==> src/rtl/systema_btn_debounce.sv <==
// Per-channel push-button conditioner: polarity normalise, two-flop synchroniser,
// and a stability-counter FSM that yields a clean level plus press/release strobes.
module systema_btn_debounce #(
  parameter int WIDTH           = 2,
  parameter int DEBOUNCE_CYCLES = 50000,
  parameter bit ACTIVE_LOW      = 1'b1
) (
  input  logic             clk,
  input  logic             reset_n,
  input  logic [WIDTH-1:0] btn_raw,
  output logic [WIDTH-1:0] btn_out,
  output logic [WIDTH-1:0] press_pulse,
  output logic [WIDTH-1:0] release_pulse
);

  localparam int            CW   = $clog2(DEBOUNCE_CYCLES);
  localparam logic [CW-1:0] TERM = CW'(DEBOUNCE_CYCLES - 1);
  localparam logic [CW-1:0] ONE  = CW'(1);

  typedef enum logic [1:0] {
    REL,
    WAIT_P,
    PRS,
    WAIT_R
  } state_t;

  logic [WIDTH-1:0] norm;
  logic [WIDTH-1:0] sync1_reg;
  logic [WIDTH-1:0] sync2_reg;

  // Normalised so that 1 always means "pressed" from here on.
  assign norm = ACTIVE_LOW ? ~btn_raw : btn_raw;

  always_ff @(posedge clk) begin
    if (!reset_n) begin
      sync1_reg <= '0;
      sync2_reg <= '0;
    end else begin
      sync1_reg <= norm;
      sync2_reg <= sync1_reg;
    end
  end

  generate
    for (genvar gi = 0; gi < WIDTH; gi++) begin : g_chan
      state_t        state_reg;
      state_t        state_next;
      logic [CW-1:0] cnt_reg;
      logic [CW-1:0] cnt_next;
      logic          btn_reg;
      logic          btn_next;
      logic          press_reg;
      logic          press_next;
      logic          release_reg;
      logic          release_next;
      logic          s;

      assign s = sync2_reg[gi];

      always_ff @(posedge clk) begin
        if (!reset_n) begin
          state_reg   <= REL;
          cnt_reg     <= '0;
          btn_reg     <= 1'b0;
          press_reg   <= 1'b0;
          release_reg <= 1'b0;
        end else begin
          state_reg   <= state_next;
          cnt_reg     <= cnt_next;
          btn_reg     <= btn_next;
          press_reg   <= press_next;
          release_reg <= release_next;
        end
      end

      // The count includes the sample that opened the window, so the wait
      // states start at 1 and accept on the DEBOUNCE_CYCLES-th agreeing sample.
      always_comb begin
        state_next   = state_reg;
        cnt_next     = cnt_reg;
        btn_next     = btn_reg;
        press_next   = 1'b0;
        release_next = 1'b0;
        case (state_reg)
          REL: begin
            if (s) begin
              state_next = WAIT_P;
              cnt_next   = ONE;
            end else begin
              cnt_next = '0;
            end
          end
          WAIT_P: begin
            if (!s) begin
              state_next = REL;
              cnt_next   = '0;
            end else if (cnt_reg == TERM) begin
              state_next = PRS;
              btn_next   = 1'b1;
              press_next = 1'b1;
              cnt_next   = '0;
            end else begin
              cnt_next = cnt_reg + ONE;
            end
          end
          PRS: begin
            if (!s) begin
              state_next = WAIT_R;
              cnt_next   = ONE;
            end else begin
              cnt_next = '0;
            end
          end
          WAIT_R: begin
            if (s) begin
              state_next = PRS;
              cnt_next   = '0;
            end else if (cnt_reg == TERM) begin
              state_next   = REL;
              btn_next     = 1'b0;
              release_next = 1'b1;
              cnt_next     = '0;
            end else begin
              cnt_next = cnt_reg + ONE;
            end
          end
          default: begin
            state_next = REL;
            cnt_next   = '0;
            btn_next   = 1'b0;
          end
        endcase
      end

      assign btn_out[gi]       = btn_reg;
      assign press_pulse[gi]   = press_reg;
      assign release_pulse[gi] = release_reg;
    end
  endgenerate

endmodule

==> config.mk <==
export PLATFORM = sky130hd
export DESIGN_NAME = systema_btn_debounce
export DESIGN_NICKNAME = d
export VERILOG_FILES = /design/src/rtl/systema_btn_debounce.sv
export SDC_FILE = /design/constraint.sdc
export NUM_CORES = 1
export LEC_CHECK = 0
export CAP_MARGIN = 15
export CORE_MARGIN = 2
export CORE_UTILIZATION = 41
export DETAILED_ROUTE_END_ITERATION = 10
export HOLD_SLACK_MARGIN = 0.06
export SYNTH_ARGS = -nofsm -noshare
export SYNTH_HDL_FRONTEND = slang
export SYNTH_SLANG_ARGS = --single-unit
==> constraint.sdc <==
create_clock -name clk -period 1.8 [get_ports clk]
set_clock_uncertainty 0.15 [all_clocks]
set_input_delay 0.36 -clock clk [delete_from_list [all_inputs] [get_ports clk]]
set_output_delay 0.36 -clock clk [all_outputs]
set_load 0.02 [all_outputs]
* Word-level counts from Yosys, hierarchy flattened
Cells that the tools add are included.
** Cells by class
- $add $sub $neg :: 2
- Equal/unequal tests :: 24
- Muxes and demuxes :: 38
- Bitwise gates (word level) :: 4
- Reductions and logical operators :: 12
** Operators by type and width (number)
- $pmux W16 S4 :: 2
- $mux W16 :: 6
- $add A16 B1 Y16 const B :: 2
- $eq A16 B16 Y1 const B :: 2
- $mux W2 :: 12
- $ne A2 B2 Y1 const B :: 12
- $pmux W2 S4 :: 2
- $mux W1 :: 14
- $ne A3 B3 Y1 const B :: 4
- $reduce_and A5 Y1 :: 2
- $eq A2 B2 Y1 const B :: 4
- $reduce_and A4 Y1 :: 2
- $reduce_and A3 Y1 :: 2
- $reduce_or A3 Y1 :: 2
- $eq A2 B1 Y1 const B :: 2
- $logic_not A2 Y1 :: 2
- $pmux W1 S2 :: 2
- $reduce_bool A2 Y1 :: 2
- $not A1 Y1 :: 3
- $not A2 Y2 :: 1
** Word-level totals
- Bits in registers :: 46
- Input port bits :: 4
- Output and inout port bits :: 6
- Word-level logic and storage cells :: 92

* Longest topological paths before layout
Gate-level depths: netlist of the first run.
- Word-level depth :: 4
- Depth in mapped cells :: 7
- Mapped depth without buffers :: 5

* Worst setup path before layout of the first run
OpenSTA, ideal clock, no wires.
- Kind :: flip-flop to flip-flop
- From :: reg g_chan[1].cnt_reg[7]
- To :: reg g_chan[1].cnt_reg[14]
- Setup time :: 0.115 ns
- Data arrival time :: 1.590 ns
- Data required time :: 1.535 ns
- Setup slack :: -0.054 ns
- Stages on the path, launching flop included :: 6
- Path buffers :: 1
- Cell sequence :: dfxtp_1 > or4_4 > nor4_4 > nand4b_4 > buf_8 > nor2_1
** On the way
- Longest elaborated chain between the ends :: 4
** RTL lines
- from (decl) :: RTL line 48 : logic [CW-1:0] cnt_reg;
- from (signal assigned) :: RTL line 69 : cnt_reg <= cnt_next;
- $add A16 B1 Y16 / $eq A16 B16 Y1 (equally long branches)
- $mux W16 * :: RTL line 97, 118
- $mux W16 (on tied branches) :: RTL line 115, 94
- $pmux W16 S4 * :: RTL line 84 : case (state_reg)
Mark *: on every way between the ends. The rest lies on a longest branch, timed or not.
A chain may end at the register's enable or synchronous reset.

==> results.ini, run 1 <==
[clock_network]
cts_buffers = 5
cts_buffer_depth = 2
htree_levels = 2
cts_tree = yes
path_clk_slew_ps = 90
clk_latency_ps = 300
clockRootBuffer = clkbuf_8
clock_sink_count = 46

[floorplanning]
ios = 10
dieHeight_um = 75.0
chipWidth_um = 75.0
coreArea_mm2 = 0.00479
initial_core_util = 0.432
dieArea_mm2 = 0.00563
row_count = 25

[finish]
layout.nets = 266
area_growth_pct = 25.0
drive_gt1_frac = 0.215
final_cell_mix = 44 x dfxtp_1, 29 x nor2_1, 29 x buf_4
final_util = 0.540
n_antenna_cell = 0
mostFrequentLayoutCell = dfxtp_1
largest_reg_flops = 32
n_fill_cell = 444

[power]
vdd_drop_max_v = 0.000250
power.density_mw_per_mm2 = 770
leakagePower_nw = 0.926

[critical_path]
start_kind = register
arrival_ps = 1920
max_stage_delay_ps = 550
path_buf_inv = 1
worstPathMaxFanout = 4
path_cells = or4bb_4 > buf_4 > nor4_4 > mux2i_1 > nor2b_1
cp-end-kind = register
critPathKind = register to register
crit_required_ps = 1850
worst_path_max_delay_cell = or4bb_4
path_delay_family = simple AND/OR/NAND/NOR gates

[detailed_routing]
wl_mm = 3.89
top_layer = met4
initialDrtViolationCount = 81
wl_met2_mm = 1.57
dr.pass1.iters = 4
wire_per_inst_um = 11.9
via_per_inst = 4.97
vias = 1626
wl_met3_um = 140
drc = 0
drt-met1-wl_mm = 2.11
ant_nets = 0

[yosys]
syn_nets = 232
yosys_warnings = 0
ys_ff_latch = 46
synthCells = 225
synth_area_mm2 = 0.00207
ys_types = 39
seq_area_frac_synth = 0.445
avgSynthCellArea_um2 = 9.19

[global_route]
grt_overflow = 0
grt_use_total = 0.151
antenna_found_initial = 0
grt_pass1_wl_mm = 6.49
grt_max_degree = 16
grt_pass1_vias = 1484

[timing]
setup_viol = 20
grt_setup_unrepaired = yes
max_slew_margin = 0.644
period_needed_ps = 1870
fin_ws_ps = -74.2
finalMaxSlewViolations = 0
post-route-period-util = 1.04
max_freq_mhz = 534
worst_slew_pin_slew_ps = 533
timing_hold_violations_final = 0
fin_tns_setup_ps = -688

[run]
max_cap_viol_count = 0

[status]
violations = negative setup slack
status = finished, violations left

[placed_design]
gp_congestion = 0.810
place_ws_ps = -74.3
place_hpwl_mm = 2.64
portBuffers = 9

[hold_path]
hp-class = register to register

==> metrics by stage <==
step	power, W	hold slack (ps)	std cells	instance area [um2]
floorplan	0.00107	262	225	2080
global placement	0.00109	275	316	2380
detailed placement	0.00109	270	316	2380
CTS	0.00201	295	325	2550
global route	0.00205	327	327	2590
finish	0.00199	292	327	2590
==> cell families after synthesis <==
logic type,after synthesis,share of synthesized area
buf+inv,22,0.0593
mux,1,0.00484
flops,46,0.445
simple gates,113,0.315
xor+xnor,29,0.123
fa+ha+maj,3,0.0182
compound gates,11,0.0345
==> final cells by class <==
cell class                      count  area [um2]  area share
Sequential cell                    46         923       0.357
Clock inverter                      3        68.8      0.0266
Timing Repair Buffer               39         333       0.129
Clock buffer                        5        68.8      0.0266
Tap cell                           67        83.8      0.0324
Inverter                            9        33.8      0.0131
Multi-Input combinational cell    158        1070       0.416
==> power breakdown <==
group	total (W)	internal, W	switching (W)
Sequential	0.00103	0.00103	0.00000777
Clock	0.000922	0.000556	0.000365
Combinational	0.0000374	0.0000185	0.0000189
Total	0.00199	0.00160	0.000392
==> synth_stat cells (all sizes together) <==
master,number,area (um2)
o31ai,1,7.51
a31oi,1,6.26
ha,3,37.5
nor2,35,131
and2,4,25.0
dfxtp,46,921
nand2,11,41.3
and4,4,35.0
or2,1,6.26
nor3,7,35.0
nand3b,1,7.51
a21oi,3,15.0
nor4bb,2,20.0
mux2i,1,10.0
o21ai,1,5.00
nand3,14,70.1
nor3b,2,15.0
nor4b,1,8.76
or4,2,18.8
o211ai,2,15.0
xnor2,16,140
nor4,8,80.1
nor2b,2,12.5
nand4,13,81.3
nand4b,2,32.5
inv,9,33.8
and3,3,20.0
o21a,3,22.5
clkbuf,4,16.3
buf,9,72.6
xor2,13,114
or4bb,1,11.3
==> metal layers <==
metal | vias up | global-route usage
met5 | - | 0
met4 | 0 | 0.0754
met3 | 8 | 0.0361
met2 | 29 | 0.220
met1 | 744 | 0.207
li1 | 845 | -
==> timing repair <==
action	4_1_cts	5_1_grt
buffers inserted	0	2
setup endpoints to repair	17	21
gates resized for setup	2	8
pin swaps	2	7
gates cloned	1	0
hold buffers	0	0
==> worst reg2reg max path, cell delays in order, from the launching register on <==
cell and delay, ps:
dfxtp_2 340, or4bb_4 550, buf_4 160, nor4_4 310, mux2i_1 220, nor2b_1 60
==> worst paths after layout <==
path | from | end | cells past startpoint | slack [ps]
worst max-delay path | g_chan[1].cnt_reg[6] | register | 5 | -70
worst min-delay path | sync1_reg[0] | sync2_reg[0] | 1 | 290
worst max register to register | g_chan[1].cnt_reg[6] | register | 5 | -70
worst min register to register | sync1_reg[0] | sync2_reg[0] | 1 | 290
Note: power is estimated with default switching activity, not from simulation.
==> inputs of run 2 (changes only) <==
- CAP_MARGIN: 15 -> 20
- CTS_CLUSTER_DIAMETER: not set -> 150
==> results of run 2 <==
Final layout, timing and power as in run 1 (identical DEF).
==> inputs of run 3 (changes only) <==
- CORE_MARGIN: 2 -> 10
- clock period: 1.8 -> 2.2 ns (I/O delays scaled with it)
==> run 3 against run 2 <==
  * The flow now finishes without violations
  * Die area rose by 47%
  * Clock power fell by 33%
  * Register-to-register slack improved by 340 ps
  * Maximum frequency fell by 3.1%
  * Worst setup slack improved by 340 ps
  * Total power fell by 25%
  * Critical path depth fell by 1
  * Critical path type unchanged
==> results.ini, run 3 (synthesis results as in run 1) <==
[status]
status = complete, no violations

[clock_network]
cts_buffer_depth = 2  ; unchanged
post_cts_buffers = 0  ; unchanged
clock_sink_count = 46  ; unchanged
cts_buffers = 5  ; unchanged
post_cts_resized = 0  ; -2
cts_hold_buf = 0  ; unchanged
cts_tree = yes
htree_levels = 2  ; unchanged
clockRootBuffer = clkbuf_8
clk_latency_ps = 300  ; about the same
path_clk_slew_ps = 80  ; about the same

[detailed_routing]
vias = 1503  ; -7.6%
ant_nets = 0  ; unchanged
wl_mm = 3.59  ; -7.8%
via_per_inst = 5.03  ; +1.1%
dr.pass1.iters = 4  ; unchanged
wire_per_inst_um = 12.0  ; +0.87%
drc = 0  ; unchanged
initialDrtViolationCount = 42  ; -48%

[global_route]
grt_overflow = 0  ; unchanged
grt_max_degree = 16  ; unchanged
grt_pass1_wl_mm = 6.25  ; -3.7%
grt_pass1_vias = 1389  ; -6.4%
antenna_found_initial = 0  ; unchanged
grt_use_total = 0.0888  ; -0.0618

[finish]
final_cell_mix = 46 x dfxtp_1, 35 x nor2_1, 16 x xnor2_1
layout.nets = 238  ; -11%
stdcell_area_mm2 = 0.00229  ; -12%
n_antenna_cell = 0  ; unchanged
area_growth_pct = 10.5
mostFrequentLayoutCell = dfxtp_1
n_fill_cell = 492  ; +11%
largest_reg_flops = 32  ; unchanged
drive_gt1_frac = 0.0690  ; -0.146

[timing]
fin_tns_setup_ps = 0  ; +688 ps
worst_slew_pin_slew_ps = 431  ; -102 ps
fin_ws_ps = 267  ; +341 ps
grt_setup_unrepaired = no
max_freq_mhz = 517  ; -3.1%
post-route-period-util = 0.879  ; -0.162
whs_ps = 288  ; -4.61 ps
timing_hold_violations_final = 0  ; unchanged
max_slew_margin = 0.709  ; +0.0650
finalMaxSlewViolations = 0  ; unchanged
period_needed_ps = 1930  ; +59.0 ps
setup_viol = 0  ; -100%

[floorplanning]
initial_core_util = 0.429  ; -0.00281
chipWidth_um = 91.0  ; +21%
dieArea_mm2 = 0.00829  ; +47%
row_count = 25  ; unchanged
coreArea_mm2 = 0.00482  ; +0.65%
dieHeight_um = 91.0  ; +21%
ios = 10  ; unchanged

[hold_path]
hp-class = register to register
min_from = sync1_reg[0]

[critical_path]
reg2reg_to = g_chan[1].cnt_reg[4]
start_kind = register
critPathCapture = g_chan[1].cnt_reg[4]
arrival_ps = 1960  ; +40 ps
worstPathMaxFanout = 15  ; +11
cp-end-kind = register
worstSetupStartpoint = g_chan[1].cnt_reg[7]
crit_required_ps = 2230  ; +380 ps
ff2ff_setup_slack_ps = 270  ; +340 ps
r2r_cells = 4  ; -1
r2r_start = g_chan[1].cnt_reg[7]
critPathKind = register to register

[power]
vdd_drop_max_v = 0.000341  ; +36%
intPower_w = 0.00119  ; -26%
seq_power_share = 0.568  ; +0.049
p_clk_frac = 0.414  ; -0.049
p_sw_w = 0.000296  ; -25%
finalPower_w = 0.00149  ; -25%
leakagePower_nw = 0.700  ; -24%
share_comb_of_total_power = 0.018  ; about the same
power.density_mw_per_mm2 = 651  ; -16%
p_sw_frac = 0.199  ; +0.00211

[run]
max_cap_viol_count = 0  ; unchanged

[placed_design]
place_hpwl_mm = 2.56  ; -3.1%
portBuffers = 9  ; unchanged
place_ws_ps = 278  ; +352 ps
gp_congestion = 0.738  ; -8.9%
dpl_cell_area_mm2 = 0.00218  ; -8.8%

[run 3: final cells by class]
| cell class | count | area (um2) | area share |
|---|---|---|---|
| sequential | 46 | 921 | 0.403 |
| multi-input combinational | 157 | 1020 | 0.448 |
| inverter | 9 | 33.8 | 0.0148 |
| clock buffer | 6 | 72.6 | 0.0317 |
| tap | 67 | 83.8 | 0.0367 |
| clock inverter | 2 | 37.5 | 0.0164 |
| timing repair buffer | 12 | 113 | 0.0493 |
[run 3: how the worst min path moves through the flow]
stage                   end  slack (ps)  cells after the start
2_1_floorplan  sync2_reg[0]         260                      1
3_3_place_gp   sync2_reg[0]         260                      1
3_5_place_dp   sync2_reg[0]         270                      1
4_1_cts        sync2_reg[0]         290                      1
5_1_grt        sync2_reg[0]         300                      1
6_report       sync2_reg[0]         290                      1
[run 3: power groups by stage]
| stage | clock (W) | sequential [W] | combinational, W |
|---|---|---|---|
| floorplan | 0 | 0.000863 | 0.0000160 |
| global placement | 0 | 0.000865 | 0.0000272 |
| detailed placement | 0 | 0.000865 | 0.0000271 |
| CTS | 0.000637 | 0.000845 | 0.0000273 |
| global route | 0.000674 | 0.000847 | 0.0000296 |
| finish | 0.000616 | 0.000845 | 0.0000267 |
[run 3: per-layer routing]
metal	GRT usage	wire [um]	vias to the layer above
li1	-	-	779
met5	0	0	-
met3	0.0313	163	5
met1	0.109	1780	701
met4	0.0379	46	0
met2	0.137	1600	18
[run 3: metrics by stage]
stage	util	instances
finish	0.475	299
global route	0.475	299
CTS	0.475	299
detailed placement	0.452	291
global placement	0.452	291
floorplan	-	225
[run 3: critical path, cell delays in order, from the launching register on]
cell	delay [ps]
dfxtp_1	360
or4_4	590
nor4_4	330
nand4b_4	300
nor2_1	90
